## src/rtl/lif_integrator.sv

```systemverilog
// Leaky integrate-and-fire stage fed by plastic_neuron output_signal.
// Optional teacher feedback path enabled by LIF_ERROR_FEEDBACK_EN.
module lif_integrator #(
  parameter logic signed [31:0] THRESHOLD      = 32'sd65536,
  parameter int unsigned        LEAK_SHIFT     = 4,
  parameter int unsigned        REFRACT_CYCLES = 8,
  parameter logic signed [15:0] ERR_MAG        = 16'sd32
) (
  input  logic               clk,
  input  logic               rst,
  input  logic               in_valid,
  input  logic signed [31:0] in_data,
  output logic               in_ready,
  input  logic               target_spike,
  output logic               spike,
  output logic signed [31:0] membrane,
  output logic [15:0]        spike_count,
  output logic signed [15:0] feedback_error,
  output logic               learn_en
);

  localparam int CW =
    (REFRACT_CYCLES < 2) ? 1 : $clog2(REFRACT_CYCLES + 1);
  localparam logic [CW-1:0] RC = CW'(REFRACT_CYCLES);
  localparam logic signed [33:0] THR =
    {{2{THRESHOLD[31]}}, THRESHOLD};
  localparam logic signed [33:0] FLOOR = -THR;

  typedef enum logic {
    S_INTEG,
    S_REFRACT
  } state_t;

  state_t             state, state_n;
  logic [CW-1:0]      cnt, cnt_n;
  logic signed [31:0] mem_n;
  logic               spike_n;
  logic [15:0]        count_n;
  logic signed [15:0] ferr_n;
  logic               learn_n;

  logic               accept;
  logic               fire;
  logic signed [33:0] mem34;
  logic signed [33:0] leak;
  logic signed [33:0] m;

  assign in_ready = 1'b1;
  assign accept   = in_valid & in_ready;

  assign mem34 = {{2{membrane[31]}}, membrane};
  assign leak  = mem34 >>> LEAK_SHIFT;
  assign m     = mem34 - leak + {{2{in_data[31]}}, in_data};
  assign fire  = (state == S_INTEG) && accept && (m >= THR);

  always_ff @(posedge clk) begin
    if (rst) begin
      state          <= S_INTEG;
      cnt            <= '0;
      membrane       <= '0;
      spike          <= 1'b0;
      spike_count    <= '0;
      feedback_error <= '0;
      learn_en       <= 1'b0;
    end else begin
      state          <= state_n;
      cnt            <= cnt_n;
      membrane       <= mem_n;
      spike          <= spike_n;
      spike_count    <= count_n;
      feedback_error <= ferr_n;
      learn_en       <= learn_n;
    end
  end

  always_comb begin
    state_n = state;
    cnt_n   = cnt;
    mem_n   = membrane;
    spike_n = 1'b0;
    count_n = spike_count;
    unique case (state)
      S_INTEG: begin
        if (fire) begin
          spike_n = 1'b1;
          mem_n   = '0;
          if (spike_count != 16'hFFFF)
            count_n = spike_count + 16'd1;
          if (REFRACT_CYCLES != 0) begin
            state_n = S_REFRACT;
            cnt_n   = RC;
          end
        end else if (accept) begin
          if (m < FLOOR)
            mem_n = FLOOR[31:0];
          else
            mem_n = m[31:0];
        end
      end
      S_REFRACT: begin
        // samples arriving here are consumed and dropped
        mem_n = '0;
        if (cnt != '0)
          cnt_n = cnt - 1'b1;
        if (cnt <= 1)
          state_n = S_INTEG;
      end
      default: begin
        state_n = S_INTEG;
        cnt_n   = '0;
        mem_n   = '0;
      end
    endcase
  end

`ifdef LIF_ERROR_FEEDBACK_EN
  always_comb begin
    ferr_n  = '0;
    learn_n = 1'b0;
    if (state == S_INTEG && accept) begin
      if (target_spike && !fire) begin
        ferr_n  = ERR_MAG;
        learn_n = 1'b1;
      end else if (!target_spike && fire) begin
        ferr_n  = -ERR_MAG;
        learn_n = 1'b1;
      end
    end
  end
`else
  logic unused_target;
  assign unused_target = target_spike;
  assign ferr_n  = '0;
  assign learn_n = 1'b0;
`endif

endmodule

```

## config.mk

```make
export PLATFORM = sky130hd
export DESIGN_NAME = lif_integrator
export DESIGN_NICKNAME = d
export VERILOG_FILES = /design/src/rtl/lif_integrator.sv
export SDC_FILE = /design/constraint.sdc
export NUM_CORES = 1
export LEC_CHECK = 0
export ABC_AREA = 1
export BUFFER_PORTS_ARGS = -buffer_cell sky130_fd_sc_hd__buf_2
export CORE_UTILIZATION = 64
export DETAILED_ROUTE_END_ITERATION = 16
export PLACE_DENSITY = 0.88
export SYNTH_ARGS = -nofsm -noshare
export SYNTH_HDL_FRONTEND = slang
export SYNTH_SLANG_ARGS = --single-unit
```

## constraint.sdc

```tcl
create_clock -name clk -period 6.9 [get_ports clk]
set_input_delay 1.035 -clock clk [delete_from_list [all_inputs] [get_ports clk]]
set_output_delay 1.035 -clock clk [all_outputs]
set_load 0.02 [all_outputs]
```

Yosys cells after proc, flatten, opt, wreduce, memory -nomap -nowiden
Index checks and enable logic that the tools add are counted.
- input port bits: 36
- flip-flop bits (word level): 54
- logic and storage cells: 33
- output and inout bits: 67
- magnitude comparators: 3
- $add $sub $neg: 4
- mux-type cells: 10
- eq/ne operators: 4
- reductions and logical operators: 6
- bitwise operators: 1
- operator list (kind ; count):
    32-bit two-way mux ; 3
    32-bit one-hot mux with 2 select lines ; 1
    33-bit by 32-bit adder with 34-bit output ; 1
    34-bit by 18-bit >= comparator with 1-bit output, second input constant ; 1
    34-bit by 17-bit < comparator with 1-bit output, second input constant ; 1
    32-bit by 28-bit subtractor with 33-bit output ; 1
    16-bit by 1-bit adder with 16-bit output, second input constant ; 1
    16-bit != test, second input constant ; 1
    4-bit two-way mux ; 2
    4-bit one-hot mux with 2 select lines ; 1
    4-bit by 1-bit <= comparator with 1-bit output, second input constant ; 1
    4-bit nonzero test ; 1
    4-bit by 1-bit subtractor with 4-bit output, second input constant ; 1
    3-bit != test, second input constant ; 1
    3-bit AND reduction ; 1
    1-bit logical AND ; 2
    1-bit two-way mux ; 2
    2-bit by 1-bit != test with 1-bit output, second input constant ; 1
    2-bit != test, second input constant ; 1
    1-bit one-hot mux with 2 select lines ; 1
    2-bit AND reduction ; 1
    2-bit OR reduction ; 1
    1-bit inverter ; 1

Longest topological paths before layout
- depth in word-level cells: 7
- depth in mapped cells: 28
- mapped depth without buffers: 27

Least setup slack after synthesis
No wires, ideal clock.
- path kind: input to register
- start: input in_data[1]
- end: register spike_count[11]
- required time: 6768 ps
- setup slack: 3126 ps
- path buffers: 1
- stages: 18
- arrival: 3641 ps
- library setup time: 132 ps
- cells stage by stage: inv_1 fa_1 fa_1 inv_1 or2_2 nor2_1 nand3_1 nor2_1 nand2_1 nor2_1 nand3_1 nor2_1 nor2_1 nand2_2 nand4_2 buf_6 nand2_1 a21oi_1
- word-level cells in the longest chain between the ends: 4
- ends and longest elaborated chain (item ; RTL line ; text):
    start: declaration ; 12 ; input logic signed [31:0] in_data,
    33-bit by 32-bit adder with 34-bit output ; 53 ; assign m = mem34 - leak + {{2{in_data[31]}}, in_data};
    34-bit by 18-bit >= comparator with 1-bit output ; 54 ; assign fire = (state == S_INTEG) && accept && (m >= THR);
    1-bit logical AND ; 54 ;
    3-bit AND reduction (no source line) ; - ;
    end signal: assignment ; 70 ; spike_count <= count_n;
    end: declaration ; 17 ; output logic [15:0] spike_count,
Every way passes these cells.
A chain may end at the register's enable or synchronous reset.

Final worst setup path
- start: input in_data[11]
- end: register spike_count[15]
Same word-level chain as after synthesis.

==> reports/summary.txt <==
Outcome - complete, no violations
Number of flops mapped to enable cells by yosys - 0
Sequential share of the synthesized area - 15.7%
Clock Pin Slew Worst Setup and Hold Paths - 120 ps
Placed insts - 1,413
DR vias - 7,266
Ys async rst share - 0%
Final min period - 4310 ps
Syn. warnings - 0
RSZ-0062 raised after global routing - false
Non-Filler Instances - 1,421
Worst path cell trace - buf_2 > inv_1 > fa_1 > inv_1 > ha_1 > nand2_1 > inv_1 > nand2_1 > nand2_1 > nand2_1 > nand3_1 > inv_1 > nand2_2 > nand4_1 > nand2_2 > xor2_4 > inv_1 > nor2_1 > nand4_1 > a21oi_1
Residual DRC - 0
Mapped Cells - 1,212
Post-CTS resize count - 0
Multi-input logic area - 0.00455 mm^2
Std-Cell Rows - 37
Highest Clock Rate - 232 MHz
First-pass GRT wire length - 29,800 um
Clock Skew - 16.3 ps
Total clock buffers created by CTS - 5
Yosys cell types - 36
WP data arrival - 4570 ps
Min Hold Slack - 514 ps
TritonCTS clock tree - yes
Initial antenna violation count - 0
WL per Instance - 12.4 um
Post-route antenna net violation count - 0
PnR worst setup slack - 2590 ps
Nets - 1,391
Clk_lat worst skew - 340 ps
Critical path fanouts, max - 12
CTS Hold Bufs - 0
Startpoint types - input pin
Peak supply drop - 0.228 mV
Post-layout util - 71.6%
Post-CTS Setup Inserts - 0
Fin. Hold Viols - 0
Critical Path RT - 7150 ps
Maxcap violations - 0
WL final - 17,600 um
R2R cell count - 19
RD Place Congestion - 0.975
Worst Tran Pin Value - 1110 ps
# IOs - 103
Diodes inserted - 0
Initial core utilization - 66.5%
Final period utilization - 62.5%
DP Wirelength - 14,500 um
Leak pwr - 0.00430 uW
Post-Syn Area - 0.00690 mm^2
Number of global-route vias before repair - 6,667
Worst hold path depth - 2
Tot GR Track Use - 32.9%
Area Overhead vs Synth - 7.62%
Fraction of layout cells with a size suffix above 1 - 9.49%
First DRT Iteration DRCs - 505
Worst min-delay path category - reg -> reg
First-pass detailed-route iteration total - 6
Synth Flop Type - dfxtp_1
Most frequent CP cell - inv_1
CTS sink count - 54
Fin. max-slew vios - 0
Final setup viols - 0
DIE HEIGHT - 106 um
Pwr dens - 492 mW/mm^2
Slew Limit Headroom - 25.4%
Fill cell count - 949
Synthesis-stage register bit count - 54
Worst path slowest cell - nor2_1
Pre-CTS WS - 2340 ps
Die Area - 0.0112 mm^2
CORE AREA - 0.0104 mm^2
Mean post-synth cell area - 5.69 um^2
Seq. cell area - 0.00108 mm^2
Die width - 106 um
GRT overflow - 0
Port buffer count - 83
CTS Buffer Depth - 2
CTS root buf - clkbuf_8
Post-route setup TNS - 0 ps
Htree depth - 2
CP max stage delay - 660 ps
CP Class - in -> reg
Vias per cell - 5.11
Largest net degree at the start of global routing - 52
Worst Setup End Kind - register
-- worst paths after layout --
| kind | start | endpoint | slack (ps) |
|---|---|---|---|
| min reg2reg | cnt[1]$_SDFFE_PP0P_ | cnt[1]$_SDFFE_PP0P_ | 510 |
| min | cnt[1]$_SDFFE_PP0P_ | cnt[1]$_SDFFE_PP0P_ | 510 |
| max | in_data[11] | spike_count[15]$_SDFFE_PP0P_ | 2590 |
| max reg2reg | membrane[11]$_SDFFE_PP0P_ | spike_count[15]$_SDFFE_PP0P_ | 2950 |
-- cell families after synthesis --
logic type / synth area share (%)
XOR/XNOR: 2.56
buffers and inverters: 19.3
AO/OA/AOI/OAI: 4.95
flip-flops: 15.7
AND/OR/NAND/NOR: 41.2
other: 0.109
adder cells (fa/ha/maj): 16.2
-- synthesized netlist by cell type, types with 4 or more instances --
library cell / count / area share [%]
a21oi_1: 53 / 3.8
and2_1: 4 / 0.36
buf_4: 19 / 2.1
clkbuf_1: 9 / 0.49
dfxtp_1: 54 / 16
fa_1: 31 / 9.0
ha_1: 40 / 7.3
inv_1: 296 / 16
nand2_1: 367 / 20
nand2_2: 13 / 1.2
nand3_1: 66 / 4.8
nand3b_1: 4 / 0.44
nand4_1: 28 / 2.5
nor2_1: 155 / 8.4
nor2_2: 7 / 0.63
nor3_1: 15 / 1.1
o21ai_0: 5 / 0.36
o21bai_1: 4 / 0.44
xnor2_1: 5 / 0.63
xor2_1: 12 / 1.5
-- through the flow --
stage | power, uW | area [um^2]
detailed placement | 3380 | 7330
finish | 3650 | 7430
global route | 4070 | 7430
global placement | 3330 | 7330
floorplan | 2740 | 6960
CTS | 3600 | 7430
-- placed cells by master, fill, tap and decap left out, types with 2 or more instances in the layout --
master	instances
nand2_2	13
nor3_1	15
nand4_1	28
xnor2_1	5
nor4_1	2
and2_1	4
o21bai_1	4
ha_1	40
xor2_1	12
o21ai_0	5
or2_2	2
nor2_1	155
nand3b_1	4
nor2_2	7
dfxtp_1	54
nand2_1	367
nand2_4	2
clkbuf_8	5
buf_2	83
a21oi_1	53
conb_1	18
inv_1	296
nand3_2	3
nand3_1	66
fa_1	31
-- where the power goes --
group          switching (uW)  total [uW]  internal (uW)
registers                63.0         437            374
logic                    2070        3020            949
clock network             123         199           76.3
-- critical path, delay by kind of cell --
family	cells	cell delay [ps]
xor gates and xnor gates	1	290
adders and majority gates	2	940
and+or+nand+nor	10	1650
buffers and inverters	6	480
AOI/OAI and AO/OA	1	170
-- routing by layer --
layer  routed length [um]  global-route usage, %  vias to the layer above
met4                  292                   9.62                        0
li1                     -                      -                     3711
met3                 1510                   3.90                       24
met2                 8170                   55.6                      312
met1                 7670                   43.9                     3219
met5                    0                      0                        -
-- sequential cells by signal, summed over array words and instances, names as in the netlist --
name,flops
cnt,4
membrane,32
spike,1
spike_count,16
state,1
-- final cells by class --
type,count,share of cell area (%)
repair buffers,83,5.59
clock inverters,3,0.388
flip-flops and latches,54,14.6
well taps,136,2.29
clock buffers,5,0.927
multi-input cells,844,61.3
inverters,296,15.0
(Power assumes the default switching activity.)
